$ cat src/rtl/multicycle_controller.sv
// Multicycle ARM control unit: instruction-sequencing FSM plus conditional-execution gating.
// Optional FP coprocessor handshake (EXECUTEF/FPWB states) enabled by defining FPU_CTRL_EN.
module multicycle_controller #(
  parameter int unsigned ALUCTRL_W  = 4,
  parameter int unsigned FP_TIMEOUT = 15
) (
  input  logic                 clk,
  input  logic                 reset,
  input  logic [19:0]          Instr,
  input  logic [3:0]           ALUFlags,
  input  logic                 fp_done,
  output logic                 PCWrite,
  output logic                 MemWrite,
  output logic                 RegWrite,
  output logic                 IRWrite,
  output logic                 AdrSrc,
  output logic [1:0]           RegSrc,
  output logic [1:0]           ALUSrcA,
  output logic [1:0]           ALUSrcB,
  output logic [1:0]           ResultSrc,
  output logic [1:0]           ImmSrc,
  output logic [ALUCTRL_W-1:0] ALUControl,
  output logic                 fp_start,
  output logic                 fp_timeout
);

  typedef enum logic [3:0] {
    S_FETCH,
    S_DECODE,
    S_MEMADR,
    S_MEMRD,
    S_MEMWB,
    S_MEMWR,
    S_EXECUTER,
    S_EXECUTEI,
    S_ALUWB,
    S_BRANCH
`ifdef FPU_CTRL_EN
    , S_EXECUTEF,
    S_FPWB
`endif
  } state_t;

  state_t     state_q, state_d;
  logic [3:0] flags_q, flags_d;
  logic       cond_ex_q, cond_ex_d;

  logic [3:0] cond;
  logic [1:0] op;
  logic [5:0] funct;
  logic       rd_pc;

  assign cond  = Instr[19:16];
  assign op    = Instr[15:14];
  assign funct = Instr[13:8];
  assign rd_pc = (Instr[3:0] == 4'hF);

  logic unused_rn;
  assign unused_rn = ^Instr[7:4];

`ifdef FPU_CTRL_EN
  logic [7:0] fp_cnt_q, fp_cnt_d;
  logic       fp_timeout_q, fp_timeout_d;
  assign fp_timeout = fp_timeout_q;
`else
  logic unused_fp_done;
  assign unused_fp_done = fp_done;
  assign fp_timeout     = 1'b0;
`endif

  // Condition evaluation against the stored flags {N,Z,C,V}
  logic cond_ex;
  logic fn, fz, fc, fv;
  assign {fn, fz, fc, fv} = flags_q;

  always_comb begin
    cond_ex = 1'b0;
    case (cond)
      4'h0:    cond_ex = fz;
      4'h1:    cond_ex = ~fz;
      4'h2:    cond_ex = fc;
      4'h3:    cond_ex = ~fc;
      4'h4:    cond_ex = fn;
      4'h5:    cond_ex = ~fn;
      4'h6:    cond_ex = fv;
      4'h7:    cond_ex = ~fv;
      4'h8:    cond_ex = fc & ~fz;
      4'h9:    cond_ex = ~fc | fz;
      4'hA:    cond_ex = (fn == fv);
      4'hB:    cond_ex = (fn != fv);
      4'hC:    cond_ex = ~fz & (fn == fv);
      4'hD:    cond_ex = fz | (fn != fv);
      4'hE:    cond_ex = 1'b1;
      default: cond_ex = 1'b0;
    endcase
  end

  // ALU command decode from Funct[4:1]
  logic [1:0] cmd_sel;
  logic       no_write;
  logic       arith;

  always_comb begin
    cmd_sel  = 2'd0;
    no_write = 1'b0;
    arith    = 1'b0;
    case (funct[4:1])
      4'b0100: begin cmd_sel = 2'd0; arith = 1'b1; end
      4'b0010: begin cmd_sel = 2'd1; arith = 1'b1; end
      4'b0000: cmd_sel = 2'd2;
      4'b1100: cmd_sel = 2'd3;
      4'b1010: begin cmd_sel = 2'd1; arith = 1'b1; no_write = 1'b1; end
      default: no_write = 1'b1;
    endcase
  end

  logic [1:0] alu_sel;
  logic       wb_en;

  always_comb begin
    state_d   = state_q;
    flags_d   = flags_q;
    cond_ex_d = cond_ex_q;
`ifdef FPU_CTRL_EN
    fp_cnt_d     = fp_cnt_q;
    fp_timeout_d = fp_timeout_q;
`endif
    PCWrite   = 1'b0;
    MemWrite  = 1'b0;
    RegWrite  = 1'b0;
    IRWrite   = 1'b0;
    AdrSrc    = 1'b0;
    ALUSrcA   = 2'b00;
    ALUSrcB   = 2'b00;
    ResultSrc = 2'b00;
    alu_sel   = 2'd0;
    fp_start  = 1'b0;
    wb_en     = 1'b0;

    case (state_q)
      S_FETCH: begin
        IRWrite   = 1'b1;
        ALUSrcA   = 2'b01;
        ALUSrcB   = 2'b10;
        ResultSrc = 2'b10;
        PCWrite   = 1'b1;
        state_d   = S_DECODE;
      end
      // CondEx is frozen here so a flag-setting instruction gates its own
      // writeback with the flags it saw, not the ones it just produced.
      S_DECODE: begin
        ALUSrcA   = 2'b01;
        ALUSrcB   = 2'b10;
        ResultSrc = 2'b10;
        cond_ex_d = cond_ex;
        case (op)
          2'b01:   state_d = S_MEMADR;
          2'b00:   state_d = funct[5] ? S_EXECUTEI : S_EXECUTER;
          2'b10:   state_d = S_BRANCH;
`ifdef FPU_CTRL_EN
          default: begin
            state_d  = S_EXECUTEF;
            fp_cnt_d = '0;
          end
`else
          default: state_d = S_FETCH;
`endif
        endcase
      end
      S_MEMADR: begin
        ALUSrcB = 2'b01;
        state_d = funct[0] ? S_MEMRD : S_MEMWR;
      end
      S_MEMRD: begin
        AdrSrc  = 1'b1;
        state_d = S_MEMWB;
      end
      S_MEMWB: begin
        ResultSrc = 2'b01;
        wb_en     = cond_ex_q;
        state_d   = S_FETCH;
      end
      S_MEMWR: begin
        AdrSrc   = 1'b1;
        MemWrite = cond_ex_q;
        state_d  = S_FETCH;
      end
      S_EXECUTER, S_EXECUTEI: begin
        ALUSrcB = (state_q == S_EXECUTEI) ? 2'b01 : 2'b00;
        alu_sel = cmd_sel;
        state_d = S_ALUWB;
        if (funct[0] && cond_ex_q) begin
          flags_d[3:2] = ALUFlags[3:2];
          if (arith) flags_d[1:0] = ALUFlags[1:0];
        end
      end
      S_ALUWB: begin
        wb_en   = cond_ex_q & ~no_write;
        state_d = S_FETCH;
      end
      S_BRANCH: begin
        ALUSrcA   = 2'b10;
        ALUSrcB   = 2'b01;
        ResultSrc = 2'b10;
        PCWrite   = cond_ex_q;
        state_d   = S_FETCH;
      end
`ifdef FPU_CTRL_EN
      S_EXECUTEF: begin
        fp_start = cond_ex_q && (fp_cnt_q == 8'd0);
        if (!cond_ex_q) begin
          state_d = S_FETCH;
        end else if (fp_done) begin
          state_d = S_FPWB;
        end else if (fp_cnt_q + 8'd1 == 8'(FP_TIMEOUT)) begin
          fp_timeout_d = 1'b1;
          state_d      = S_FETCH;
        end else begin
          fp_cnt_d = fp_cnt_q + 8'd1;
        end
      end
      S_FPWB: begin
        wb_en   = cond_ex_q;
        state_d = S_FETCH;
      end
`endif
      default: state_d = S_FETCH;
    endcase

    if (wb_en) begin
      RegWrite = 1'b1;
      PCWrite  = rd_pc;
    end
  end

  assign RegSrc     = {op == 2'b01, op == 2'b10};
  assign ImmSrc     = op;
  assign ALUControl = ALUCTRL_W'(alu_sel);

  always_ff @(posedge clk or posedge reset) begin
    if (reset) begin
      state_q   <= S_FETCH;
      flags_q   <= '0;
      cond_ex_q <= 1'b0;
`ifdef FPU_CTRL_EN
      fp_cnt_q     <= '0;
      fp_timeout_q <= 1'b0;
`endif
    end else begin
      state_q   <= state_d;
      flags_q   <= flags_d;
      cond_ex_q <= cond_ex_d;
`ifdef FPU_CTRL_EN
      fp_cnt_q     <= fp_cnt_d;
      fp_timeout_q <= fp_timeout_d;
`endif
    end
  end

endmodule

$ cat config.mk
export PLATFORM = sky130hd
export DESIGN_NAME = multicycle_controller
export DESIGN_NICKNAME = d
export VERILOG_FILES = /design/src/rtl/multicycle_controller.sv
export SDC_FILE = /design/constraint.sdc
export NUM_CORES = 1
export LEC_CHECK = 0
export CAP_MARGIN = 20
export CORE_AREA = 2 2 52 54
export DETAILED_ROUTE_END_ITERATION = 10
export DIE_AREA = 0 0 54 56
export HOLD_SLACK_MARGIN = 0.08
export MAX_ROUTING_LAYER = met4
export PLACE_DENSITY = 0.83
export SYNTH_ARGS = -nofsm -noshare
export SYNTH_HDL_FRONTEND = slang
export SYNTH_SLANG_ARGS = --single-unit
$ cat constraint.sdc
create_clock -name clk -period 1.8 [get_ports clk]
set_input_delay 0.36 -clock clk [delete_from_list [all_inputs] [get_ports clk]]
set_output_delay 0.36 -clock clk [all_outputs]
set_load 0.03 [all_outputs]
Word-level counts from Yosys, hierarchy flattened
Cells that the tools add are included.
{"block": "totals", "ff_bits": 9, "input_bits": 27, "output_inout_bits": 21, "wordCells": 79}
{"block": "op_classes", "n_eq_ne": 32, "muxes": 19, "n_bitwise": 9, "reduce_logical": 15}
{"cell": "4-bit == test, second input constant", "count": 12}
{"cell": "4-bit by 3-bit == test with 1-bit output, second input constant", "count": 9}
{"cell": "4-bit by 2-bit == test with 1-bit output, second input constant", "count": 5}
{"cell": "4-bit case mux with 5 select lines", "count": 1}
{"cell": "1-bit case mux with 15 select lines", "count": 1}
{"cell": "4-bit logical NOT", "count": 3}
{"cell": "2-bit case mux with 3 select lines", "count": 2}
{"cell": "4-bit case mux with 3 select lines", "count": 1}
{"cell": "2-bit OR reduction", "count": 5}
{"cell": "4-bit by 1-bit == test with 1-bit output, second input constant", "count": 2}
{"cell": "1-bit two-way mux", "count": 8}
{"cell": "2-bit case mux with 2 select lines", "count": 2}
{"cell": "3-bit OR reduction", "count": 2}
{"cell": "1-bit NOT", "count": 4}
{"cell": "1-bit case mux with 2 select lines", "count": 2}
{"cell": "4-bit OR reduction", "count": 1}
{"cell": "1-bit AND", "count": 3}
{"cell": "3-bit two-way mux", "count": 1}
{"cell": "3-bit AND reduction", "count": 1}
{"cell": "2-bit by 1-bit == test with 1-bit output, second input constant", "count": 1}
{"cell": "2-bit == test, second input constant", "count": 1}
{"cell": "2-bit logical NOT", "count": 1}
{"cell": "2-bit two-way mux", "count": 1}
{"cell": "1-bit OR", "count": 2}
{"cell": "other kinds (4)", "count": 4}

Logic depth before layout (Yosys ltp)
{"block": "depth", "depth_word": 5, "mapped_depth": 6, "mapped_depth_nobuf": 4}

Least setup slack after synthesis
Ideal clock, no wire load.
{"block": "synth_timing", "path_type": "reg-to-output", "startpoint": "register state_q[3]", "endpoint": "output port ALUControl[1]", "arrival_time_ns": 1.690, "t_required_ns": 1.440, "setup_slack_ns": -0.250, "stages_incl_launch_ff": 3, "path_buffers": 0, "cell_sequence": "dfrtp_1 > nand3b_1 > nor4_1"}
{"block": "synth_between", "elab_chain_len": 3, "word_cells_on_any_way": 4, "cone_classes": "2 x eq/ne; 1 x mux; 1 x reduce/logical"}
{"element": "start, declared", "line_no": "44", "rtl": "state_t state_q, state_d;"}
{"element": "start signal, assigned", "line_no": "250", "rtl": "state_q <= state_d;"}
{"element": "4-bit by 3-bit == test with 1-bit output", "line_no": "140", "rtl": "case (state_q)"}
{"element": "2-bit OR reduction *", "line_no": "140"}
{"element": "2-bit two-way mux *", "line_no": "140"}
{"element": "end, declared", "line_no": "22", "rtl": "output logic [ALUCTRL_W-1:0] ALUControl,"}
Every way passes the cells marked *; elsewhere a longest branch is shown, timed or not.

Final worst setup path
{"block": "layout_timing", "startpoint": "register state_q[3]", "endpoint": "output port PCWrite"}
{"block": "layout_between", "elab_chain_len": 3, "word_cells_on_any_way": 7, "cone_classes": "3 x eq/ne; 3 x mux; 1 x reduce/logical"}
{"element": "4-bit == test (tied with other cells)", "line_no": "140"}
{"element": "1-bit case mux with 2 select lines", "line_no": "140"}
{"element": "1-bit two-way mux *", "line_no": "230", "rtl": "if (wb_en) begin"}
{"element": "end, declared", "line_no": "12", "rtl": "output logic PCWrite,"}
Marks and branches as above.

==> flow_summary.yaml <==
setup_path:
  cp_slowest_cell: "dfrtp_2"
  cpPeakStageDelay_ns: 0.43
  setup.worst_path.class: "register to output port"
  crit_path_cell_trace: "nor4b_4 -> o211a_4 -> a22o_4 -> buf_6"
  cp-start-kind: "register"
  worst_setup_path_end_kind: "output port"
  crit_path_max_fanout: 4
  crit_required_ns: 1.44
  cp_data_arrival_time_ns: 1.51
yosys:
  synthTopCellsByArea: "dfrtp_1 25%, mux2_2 6.2%, buf_4 5.0%, nor2_1 5.0%, nor2b_1 4.8%"
  synth_cell_types: 43
  syn_inst: 111
  async_flop_share_pct: 100
  synth_edf_count: 0
  synth_warnings: 0
  syn_avg_cell_area_um2: 8.15
  seq_area_frac_synth_pct: 24.9
  synth-seq-cells: 9
  yosys_most_used_dff: "dfrtp_1"
  yosysTopAreaCell: "dfrtp_1"
  synth_area_um2: 905
  synth_top_area_share_pct: 24.9
timing:
  grt_setup_unrepaired: "true"
  setup_viol: 1
  hold_viol_final: 0
  slew_violations: 0
  final.period_utilization_pct: 104
  fin_ws_ns: -0.0671
  finalClockSkew_ns: 0.00223
  layout_min_cycle_time_ns: 1.87
  fmax_ghz: 0.536
finish:
  stdcell_area_mm2: 0.00146
  final_common_cell: "buf_4"
  area_growth_pct: 61.3
  nFillCells: 195
  fin_cells: 190
  nNetsFinal: 188
  regArea_um2: 230
  layout_common_cells: "32 x buf_4, 16 x clkdlybuf4s50_1, 12 x nor2_1, 6 x inv_1"
  layout-drive-gt1-share_pct: 40.6
  multi_input_area_um2: 664
  num_antenna_cells: 0
grt:
  grt_use_total_pct: 20.2
  grt_max_degree: 10
  antenna_found_initial: 0
  grt_pass1_wl_mm: 4.44
  grt_pass1_vias: 1033
  grt_overflow: 0
clock_tree:
  cts_sinks: 9
  cts_buffer_depth: 2
  clk_pin_slew_ns: 0.06
  postCtsHoldBufs: 0
  cts_buffers: 3
  htree_levels: 1
  root_buffer: "clkbuf_4"
  clock_latency_ns: 0.26
  tritoncts: "done"
placement:
  place_congestion: 0.865
  io_buffers: 38
  post-dp-hpwl_mm: 1.92
  dpl_cell_area_mm2: 0.00131
  placedCellCount: 177
route:
  antenna_left: 0
  wl_per_cell_um: 15.7
  wl_mm: 2.98
  drc_errors: 0
  num_vias: 1024
  first_pass_iters: 4
  dr.first_iter.drc_count: 14
  avgViaCountPerCell: 5.39
pwr:
  leakagePower_nw: 0.680
  total_power_w: 0.00212
  ir_drop_mv: 1.27
  powerDensity_mw_per_mm2: 1450
floorplan:
  die_h_um: 56
  die_w_um: 54
  core_mm2: 0.00243
  start_util_pct: 37.2
  dieArea_mm2: 0.00302
  num_rows: 18
  num_io_pins: 48
job:
  maxCapViolations: 0
outcome:
  failed_checks: "setup timing"
  status: "complete, but fails checks"
min_path:
  hp-class: "input port to async pin"
-- path summary, 6_finish.rpt --
check | start | end | slack, ns | cells after the start
worst min-delay path | reset | cond_ex_q | 0.36 | 2
min in group clk | flags_q[1] | flags_q[1] | 0.59 | 1
worst max-delay path | state_q[3] | PCWrite | -0.07 | 4
worst min register to register | flags_q[1] | flags_q[1] | 0.59 | 1
max in group asynchronous | reset | state_q[3] | 1.17 | 2
worst max register to register | state_q[2] | flags_q[1] | 0.08 | 5
-- timing repair --
action,4_1_cts,5_1_grt
setup endpoints to repair,9,8
pin swaps,4,2
buffers inserted,6,3
resized for setup,26,5
-- cells in the mapped netlist, drive strengths merged (4+ instances only) --
cell type	instances
inv	6
o21ai	5
mux2	5
nor2b	7
nand2	4
buf	8
nor2	12
clkbuf	6
dfrtp	9
-- cells by family (layout without fill, tap and decap cells) --
family | after synthesis | count (layout) | synth area share [%]
DFF | 9 | 9 | 24.9
other | 1 | 4 | 0.415
AOI/OAI and AO/OA | 21 | 21 | 18.5
and+or+nand+nor | 47 | 47 | 30.7
xor gates and xnor gates | 5 | 5 | 4.84
muxes | 8 | 8 | 9.54
buffers and inverters | 20 | 66 | 11.1
-- state kept, by name, summed over array words and instances (netlist names) --
name and cells:
flags_q 4, state_q 4, cond_ex_q 1
-- report_power, final --
part	internal, W	total, W	switching, W
Combinational	0.000709	0.00153	0.000824
Clock	0.0000821	0.000155	0.0000730
Sequential	0.000286	0.000430	0.000144
-- metrics by stage --
stage | setup slack [ns] | util [%] | hold slack, ns | TNS [ns]
after CTS | -0.0396 | 58.4 | 0.356 | -0.0396
final | -0.0671 | 60.0 | 0.355 | -0.0671
after global routing | -0.0998 | 60.0 | 0.416 | -0.131
after global placement | -0.473 | 53.9 | 0.547 | -1.78
after detailed placement | -0.489 | 53.9 | 0.549 | -1.94
after floorplan | 0.00583 | - | 0.188 | 0
-- routing by layer --
layer	share of wire (%)	global-route usage, %	wire length, um
met4	3.2	6.79	96
met5	0	-	0
met3	5.3	5.38	159
met1	37	20.3	1090
met2	55	36.4	1630
-- area by class of cell --
| cell class | instances | share of cell area, % |
|---|---|---|
| clock buffer | 3 | 1.54 |
| clock inverter | 1 | 0.343 |
| inverter | 6 | 1.54 |
| multi-input combinational | 85 | 45.5 |
| sequential | 9 | 15.8 |
| tap | 30 | 2.57 |
| timing repair buffer | 56 | 32.7 |
-- critical path, delay by kind of cell, from the launching register on --
kind	cells	cell delay, ns
AND/OR/NAND/NOR	1	0.14
flip-flops	1	0.43
AO/OA/AOI/OAI	2	0.53
buffers and inverters	1	0.14
Power figures use the tool's default switching activity.
